--- src/rtl/sram_port_arbiter.sv ---
// sram_port_arbiter
//   Shares one single-port SRAM (combinational read, posedge write) between two
//   requesters: req0 (DLX core data port) and req1 (TinyML accelerator / DMA).
//   At most one access is granted per cycle. Read data comes back registered, one
//   cycle after the grant. An owner's run is capped at MAX_BURST grants while the
//   other side is waiting, so neither side starves.
//
// Optional feature macro: SRAM_ARB_RR_EN
//   defined   : an IDLE tie goes to the side that did not win last (round-robin)
//   undefined : an IDLE tie always goes to req0 (fixed priority)
//
// Ports
//   i_clk, i_reset            clock, synchronous active-high reset
//   i_reqN/i_weN/i_addrN/i_wdataN   requester N access (held until o_gntN)
//   o_gntN                    access performed this cycle (combinational)
//   o_rvalidN/o_rdataN        registered read return, one cycle after a read grant
//   o_sram_addr/write/wdata   SRAM drive
//   i_sram_rdata              SRAM combinational read data
//   o_owner                   FSM state: 0=IDLE, 1=OWN0, 2=OWN1
module sram_port_arbiter #(
  parameter int unsigned ADDR_WIDTH = 8,
  parameter int unsigned MAX_BURST  = 4
) (
  input  logic                  i_clk,
  input  logic                  i_reset,
  input  logic                  i_req0,
  input  logic                  i_we0,
  input  logic [ADDR_WIDTH-1:0] i_addr0,
  input  logic [31:0]           i_wdata0,
  output logic                  o_gnt0,
  output logic                  o_rvalid0,
  output logic [31:0]           o_rdata0,
  input  logic                  i_req1,
  input  logic                  i_we1,
  input  logic [ADDR_WIDTH-1:0] i_addr1,
  input  logic [31:0]           i_wdata1,
  output logic                  o_gnt1,
  output logic                  o_rvalid1,
  output logic [31:0]           o_rdata1,
  output logic [ADDR_WIDTH-1:0] o_sram_addr,
  output logic                  o_sram_write,
  output logic [31:0]           o_sram_wdata,
  input  logic [31:0]           i_sram_rdata,
  output logic [1:0]            o_owner
);

  typedef enum logic [1:0] {
    StIdle = 2'd0,
    StOwn0 = 2'd1,
    StOwn1 = 2'd2
  } state_e;

  localparam int unsigned CntW = $clog2(MAX_BURST + 1);
  localparam logic [CntW-1:0] MaxCnt = CntW'(MAX_BURST);

  state_e                  state_q, state_d;
  logic [CntW-1:0]         cnt_q, cnt_d;
  logic [ADDR_WIDTH-1:0]   addr_q;
  logic [31:0]             wdata_q;
  logic                    tie_to1;

`ifdef SRAM_ARB_RR_EN
  logic last_q;  // 1: req1 won the most recent grant

  assign tie_to1 = ~last_q;

  always_ff @(posedge i_clk) begin
    if (i_reset) begin
      last_q <= 1'b1;
    end else if (o_gnt0 || o_gnt1) begin
      last_q <= o_gnt1;
    end
  end
`else
  assign tie_to1 = 1'b0;
`endif

  // Grant decision; forced off while in reset so no write can slip through.
  always_comb begin
    o_gnt0 = 1'b0;
    o_gnt1 = 1'b0;
    if (!i_reset) begin
      case (state_q)
        StOwn0: begin
          if (i_req0) begin
            if (i_req1 && (cnt_q >= MaxCnt)) o_gnt1 = 1'b1;
            else                             o_gnt0 = 1'b1;
          end else begin
            o_gnt1 = i_req1;
          end
        end
        StOwn1: begin
          if (i_req1) begin
            if (i_req0 && (cnt_q >= MaxCnt)) o_gnt0 = 1'b1;
            else                             o_gnt1 = 1'b1;
          end else begin
            o_gnt0 = i_req0;
          end
        end
        default: begin
          if (i_req0 && i_req1) begin
            o_gnt1 = tie_to1;
            o_gnt0 = ~tie_to1;
          end else begin
            o_gnt0 = i_req0;
            o_gnt1 = i_req1;
          end
        end
      endcase
    end
  end

  always_comb begin
    state_d = StIdle;
    cnt_d   = '0;
    if (o_gnt0) begin
      state_d = StOwn0;
      if (state_q == StOwn0) cnt_d = (cnt_q == MaxCnt) ? cnt_q : cnt_q + CntW'(1);
      else                   cnt_d = CntW'(1);
    end else if (o_gnt1) begin
      state_d = StOwn1;
      if (state_q == StOwn1) cnt_d = (cnt_q == MaxCnt) ? cnt_q : cnt_q + CntW'(1);
      else                   cnt_d = CntW'(1);
    end
  end

  // SRAM drive: granted side, otherwise hold the last granted address/data.
  always_comb begin
    o_sram_addr  = addr_q;
    o_sram_wdata = wdata_q;
    if (o_gnt1) begin
      o_sram_addr  = i_addr1;
      o_sram_wdata = i_wdata1;
    end else if (o_gnt0) begin
      o_sram_addr  = i_addr0;
      o_sram_wdata = i_wdata0;
    end
  end

  assign o_sram_write = (o_gnt0 & i_we0) | (o_gnt1 & i_we1);
  assign o_owner      = state_q;

  always_ff @(posedge i_clk) begin
    if (i_reset) begin
      state_q   <= StIdle;
      cnt_q     <= '0;
      addr_q    <= '0;
      wdata_q   <= '0;
      o_rvalid0 <= 1'b0;
      o_rvalid1 <= 1'b0;
      o_rdata0  <= '0;
      o_rdata1  <= '0;
    end else begin
      state_q   <= state_d;
      cnt_q     <= cnt_d;
      o_rvalid0 <= o_gnt0 & ~i_we0;
      o_rvalid1 <= o_gnt1 & ~i_we1;
      if (o_gnt0 || o_gnt1) begin
        addr_q  <= o_sram_addr;
        wdata_q <= o_sram_wdata;
      end
      if (o_gnt0 && !i_we0) o_rdata0 <= i_sram_rdata;
      if (o_gnt1 && !i_we1) o_rdata1 <= i_sram_rdata;
    end
  end

endmodule

--- config.mk ---
export PLATFORM = sky130hd
export DESIGN_NAME = sram_port_arbiter
export DESIGN_NICKNAME = d
export VERILOG_FILES = /design/src/rtl/sram_port_arbiter.sv
export SDC_FILE = /design/constraint.sdc
export NUM_CORES = 1
export LEC_CHECK = 0
export CAP_MARGIN = 20
export CORE_MARGIN = 2
export CORE_UTILIZATION = 40
export CTS_BUF_LIST = sky130_fd_sc_hd__clkbuf_4
export CTS_CLUSTER_DIAMETER = 100
export DETAILED_ROUTE_END_ITERATION = 8
export PLACE_DENSITY = 0.77
export RECOVER_POWER = 100
export SETUP_SLACK_MARGIN = 0.2
export SLEW_MARGIN = 0
export SYNTH_ARGS = -nofsm -noshare
export SYNTH_HDL_FRONTEND = slang
export SYNTH_SLANG_ARGS = --single-unit
--- constraint.sdc ---
create_clock -name i_clk -period 2.65 [get_ports i_clk]
set_input_delay 0.53 -clock i_clk [delete_from_list [all_inputs] [get_ports i_clk]]
set_output_delay 0.53 -clock i_clk [all_outputs]
set_load 0.005 [all_outputs]
; Word-level counts from Yosys, hierarchy flattened
; Cells that the tools add are included.
[totals]
out_inout_bits = 111
regBits = 111
[classes]
add_sub_neg = 1
order_cmp = 1
n_reduce_logical = 9
n_eq_ne = 3
n_mux = 25
bitwise_logic = 7
[op_table]
columns = operator, count
row1 = $mux W32, 2
row2 = $mux W8, 2
row3 = $mux W3, 5
row4 = $mux W1, 13
row5 = $logic_and A1 B1 Y1, 5
row6 = $and A1 B1 Y1, 4
row7 = $pmux W1 S2, 2
row8 = $add A3 B1 Y3 const B, 1
row9 = $eq A3 B3 Y1 const B, 1
row10 = $ge A3 B3 Y1 const B, 1
row11 = $eq A2 B1 Y1 const B, 1
row12 = $eq A2 B2 Y1 const B, 1
row13 = $logic_not A1 Y1, 2
row14 = $mux W2, 1
row15 = $not A1 Y1, 2
row16 = $reduce_or A2 Y1, 1
row17 = $logic_or A1 B1 Y1, 1
row18 = $or A1 B1 Y1, 1

; Logic depth before layout (Yosys ltp)
[depth]
word_depth = 8
ltp_mapped = 9
ltp_nobuf = 7

; Worst setup path after synthesis
; No wires, ideal clock.
[synth_path]
path_type = reg2out
from = register state_q[0] (netlist: o_owner[0])
to = output port o_sram_addr[0]
arrival_time_ps = 1843
path_slack_ps = 277
t_required_ps = 2120
stages_incl_launch_ff = 8
n_path_buf = 1
cell_sequence = dfxtp_1 -> inv_1 -> ha_1 -> or4b_4 -> o2111ai_4 -> buf_4 -> nand2_1 -> a31oi_1
[synth_via]
elab_chain_cells = 5
elab_cells_between_ends = 8
cone_classes = 2 x eq/ne / 6 x mux
[synth_lines]
columns = item, line_no
row1 = from (decl), 56  ; state_e state_q, state_d;
row2 = from (signal assigned), 145  ; state_q <= StIdle;
row3 = from (signal assigned), 154  ; state_q <= state_d;
row4 = $eq A2 B2 Y1 / $eq A2 B1 Y1 (equally long branches), 83  ; case (state_q)
row5 = $pmux W1 S2, 83
row6 = $mux W1, 82  ; if (!i_reset) begin
row7 = $mux W8, 134  ; end else if (o_gnt0) begin
row8 = $mux W8 *, 131  ; if (o_gnt1) begin
row9 = to (decl), 40  ; output logic [ADDR_WIDTH-1:0] o_sram_addr,
; Mark *: on every way between the ends. The rest lies on a longest branch, timed or not.

; Final worst setup path
[layout_path]
from = register state_q[0] (netlist: o_owner[0])
to = output port o_sram_wdata[25]
[layout_via]
elab_chain_cells = 5
elab_cells_between_ends = 8
cone_classes = 2 x eq/ne / 6 x mux
[layout_lines]
columns = item, line_no
row1 = $eq A2 B2 Y1 / $eq A2 B1 Y1 (equally long branches), 83
row2 = $pmux W1 S2, 83
row3 = $mux W1, 82
row4 = $mux W32, 134
row5 = $mux W32 *, 131
row6 = to (decl), 42  ; output logic [31:0] o_sram_wdata,
; Marked as above.

==> impl_metrics.py <==
metrics = {
    "power": {
        "leakage_nw": 3.97,
        "peakVddDrop_mv": 0.212,
        "power_density_nw_per_um2": 443,
        "power.total_mw": 4.24,
    },
    "global_routing": {
        "grt_pass1_wl_um": 31100,
        "grt_pass1_vias": 6185,
        "grt_max_degree": 81,
        "gr-usage-all-layers": 0.294,
        "grt_remaining_overflow": 0,
        "antenna_found_initial": 0,
    },
    "critical_path": {
        "required_ns": 2.12,
        "arrival_ns": 2.66,
        "crit_start": "o_owner[0]",
        "end_kind": "output pin",
        "crit_type": "flip-flop to output pin",
        "crit_fanout": 7,
        "crit_path_start_kind": "flip-flop",
        "r2r_start": "o_owner[0]",
    },
    "placed_design": {
        "dp_hpwl_um": 12500,
        "globalplace.congestion": 0.842,
        "portBuffers": 228,
    },
    "logic_synthesis": {
        "syn_nets": 699,
        "ys_warn_count": 0,
        "ys_ff_latch": 111,
        "synth-seq-area-share": 0.438,
        "yosys.area.top_type": "dfxtp_1",
        "synth_edf_count": 0,
        "synth_top_area_share": 0.438,
        "synth_area_leaders": "dfxtp_1 (44%), a311oi_1 (6.9%), mux2_2 (6.9%)",
        "syn-cell-area_um2": 5070,
        "synth.top_cells.by_count": "dfxtp_1 (111), nand2_1 (86), clkbuf_1 (44)",
        "synth.avg_cell_area_um2": 8.79,
        "yosys.cell_types.count": 38,
        "synth_most_common_cell": "dfxtp_1",
        "ys.flop_type": "dfxtp_1",
        "syn_inst": 577,
        "async_flop_share": 0,
    },
    "cells_and_area": {
        "area.growth.synth_to_final_pct": 89.1,
        "nets": 1033,
        "final-seq-area_um2": 2230,
        "num_antenna_cells": 0,
        "drive_gt1_frac": 0.391,
        "multi_input_area_um2": 3200,
        "fill_cells": 867,
    },
    "sta": {
        "relSlewSlack": 0.427,
        "timing_hold_violations_final": 0,
        "setup_viol_count_final": 75,
        "slew_viol_final": 0,
        "fmax_mhz": 313,
        "tightest_slew_ns": 0.859,
        "post-route-min-period_ns": 3.19,
        "min_period_over_period": 1.21,
        "setup_tns_ns": -21.32,
        "timing.final.ws_setup_ns": -0.544,
        "rsz0062_at_grt": "yes",
        "finClkSkew_ns": 0.0200,
    },
    "route": {
        "via_per_inst": 5.69,
        "wire_per_inst_um": 19.7,
        "firstDrtPassIters": 5,
        "wl_um": 21400,
        "ant_nets": 0,
        "drc": 0,
        "first_iter_violations": 582,
        "vias": 6189,
    },
    "clock_network": {
        "cts_made_buffers": 9,
        "cts_tree": "yes",
        "clockRootBuffer": "clkbuf_4",
        "hold_buffers": 0,
        "clk_latency_ns": 0.50,
        "clock_sinks": 111,
        "cts_buffer_depth": 2,
        "cts.clk_slew.worst_paths_ns": 0.19,
        "htreeDepth": 3,
    },
    "floorplanning": {
        "io_pins": 229,
        "initial_utilization": 0.405,
        "core_um2": 12500,
        "die_h_um": 117,
        "num_rows": 41,
        "dieArea_um2": 13600,
        "die_w_um": 117,
    },
    "run": {
        "drv_cap": 0,
    },
    "status": {
        "status": "finished with violations",
        "violations": "setup timing",
    },
    "worst_hold_path": {
        "hold_path_class": "flip-flop to flip-flop",
        "hp-start": "o_rdata1[19]",
    },
}
-- per-layer routing --
metal | vias to the layer above | track usage | routed length, µm
met3 | 63 | 0.0732 | 1740
met5 | - | 0 | 0
met2 | 310 | 0.512 | 10700
met1 | 2982 | 0.333 | 8200
li1 | 2834 | - | -
met4 | 0 | 0.152 | 750
-- layout by cell type, fill, tap and decap left out, types with 2 or more instances in the layout --
cell	count
a21oi_1	32
a311oi_1	40
a31oi_1	28
a31oi_2	3
a31oi_4	9
and3_1	2
buf_12	16
buf_16	7
buf_2	38
buf_4	113
buf_6	11
buf_8	4
bufbuf_16	3
clkbuf_16	3
clkbuf_2	3
clkbuf_4	10
clkdlybuf4s50_1	118
dfxtp_1	109
dlygate4sd3_1	66
ha_1	2
ha_4	2
inv_1	6
inv_4	2
inv_6	2
inv_8	2
mux2_2	17
mux2_4	15
nand2_1	13
nand2_2	45
nand2_4	26
nand2_8	2
nand3b_1	2
nand4_1	33
nor2_4	2
nor2b_1	34
nor3_1	32
nor3_2	8
o31ai_1	32
-- final timing paths --
path         depth (start not counted)               end  slack, ns
min reg2reg                          2      o_rdata1[19]       0.48
min                                  2      o_rdata1[19]       0.48
max                                 11  o_sram_wdata[25]      -0.54
max reg2reg                         15      o_rdata0[20]      -0.13
-- final cells by class --
cell class	instances	share of cell area
flip-flops and latches	111	0.232
repair buffers	383	0.394
clock inverters	6	0.00522
clock buffers	10	0.00783
inverters	10	0.00522
well taps	172	0.0224
multi-input cells	396	0.333
-- sequential cells by signal, indices dropped and copies added, names as in the netlist --
signal,flops
o_rdata1,32
o_rdata0,32
o_rvalid0,1
addr_q,8
o_rvalid1,1
cnt_q,3
wdata_q,32
o_owner,2
-- repair_timing --
| action | in CTS | in global routing |
|---|---|---|
| pin swaps | 50 | 30 |
| setup buffers | 27 | 8 |
| cloned | 12 | 2 |
| setup endpoints to repair | 75 | 75 |
| resized for setup | 298 | 63 |
-- worst max-delay path: stages, from the launching register on --
cell and delay, ns:
dfxtp_2 0.39, inv_2 0.05, ha_4 0.22, buf_6 0.11, buf_6 0.11, nand2_4 0.07
buf_4 0.12, nand3_4 0.16, buf_4 0.23, nor3_1 0.47, a31oi_4 0.07, buf_2 0.15
-- cells by family after synthesis --
group / after synthesis / synth area share
AND/OR/NAND/NOR: 204 / 0.201
XOR/XNOR: 1 / 0.00173
AO/OA/AOI/OAI: 153 / 0.214
multiplexers: 33 / 0.0730
flip-flops: 111 / 0.438
adder cells (fa/ha/maj): 4 / 0.00987
buffers and inverters: 71 / 0.0617
-- stage by stage --
stage	hold WS [ns]	instance area (µm²)	util	setup WS [ns]	std cells
global route	0.511	9590	0.766	-0.634	1088
floorplan	0.465	5070	-	0.277	577
global placement	0.456	8210	0.656	-0.632	1023
finish	0.481	9590	0.766	-0.544	1088
CTS	0.473	9220	0.736	-0.532	1078
detailed placement	0.460	8210	0.656	-0.680	1023
-- report_power, final --
group / total (mW) / internal, mW / switching, mW
Clock: 0.826 / 0.217 / 0.609
Sequential: 1.85 / 1.79 / 0.0669
Combinational: 1.56 / 0.859 / 0.705
(Power assumes the default switching activity.)
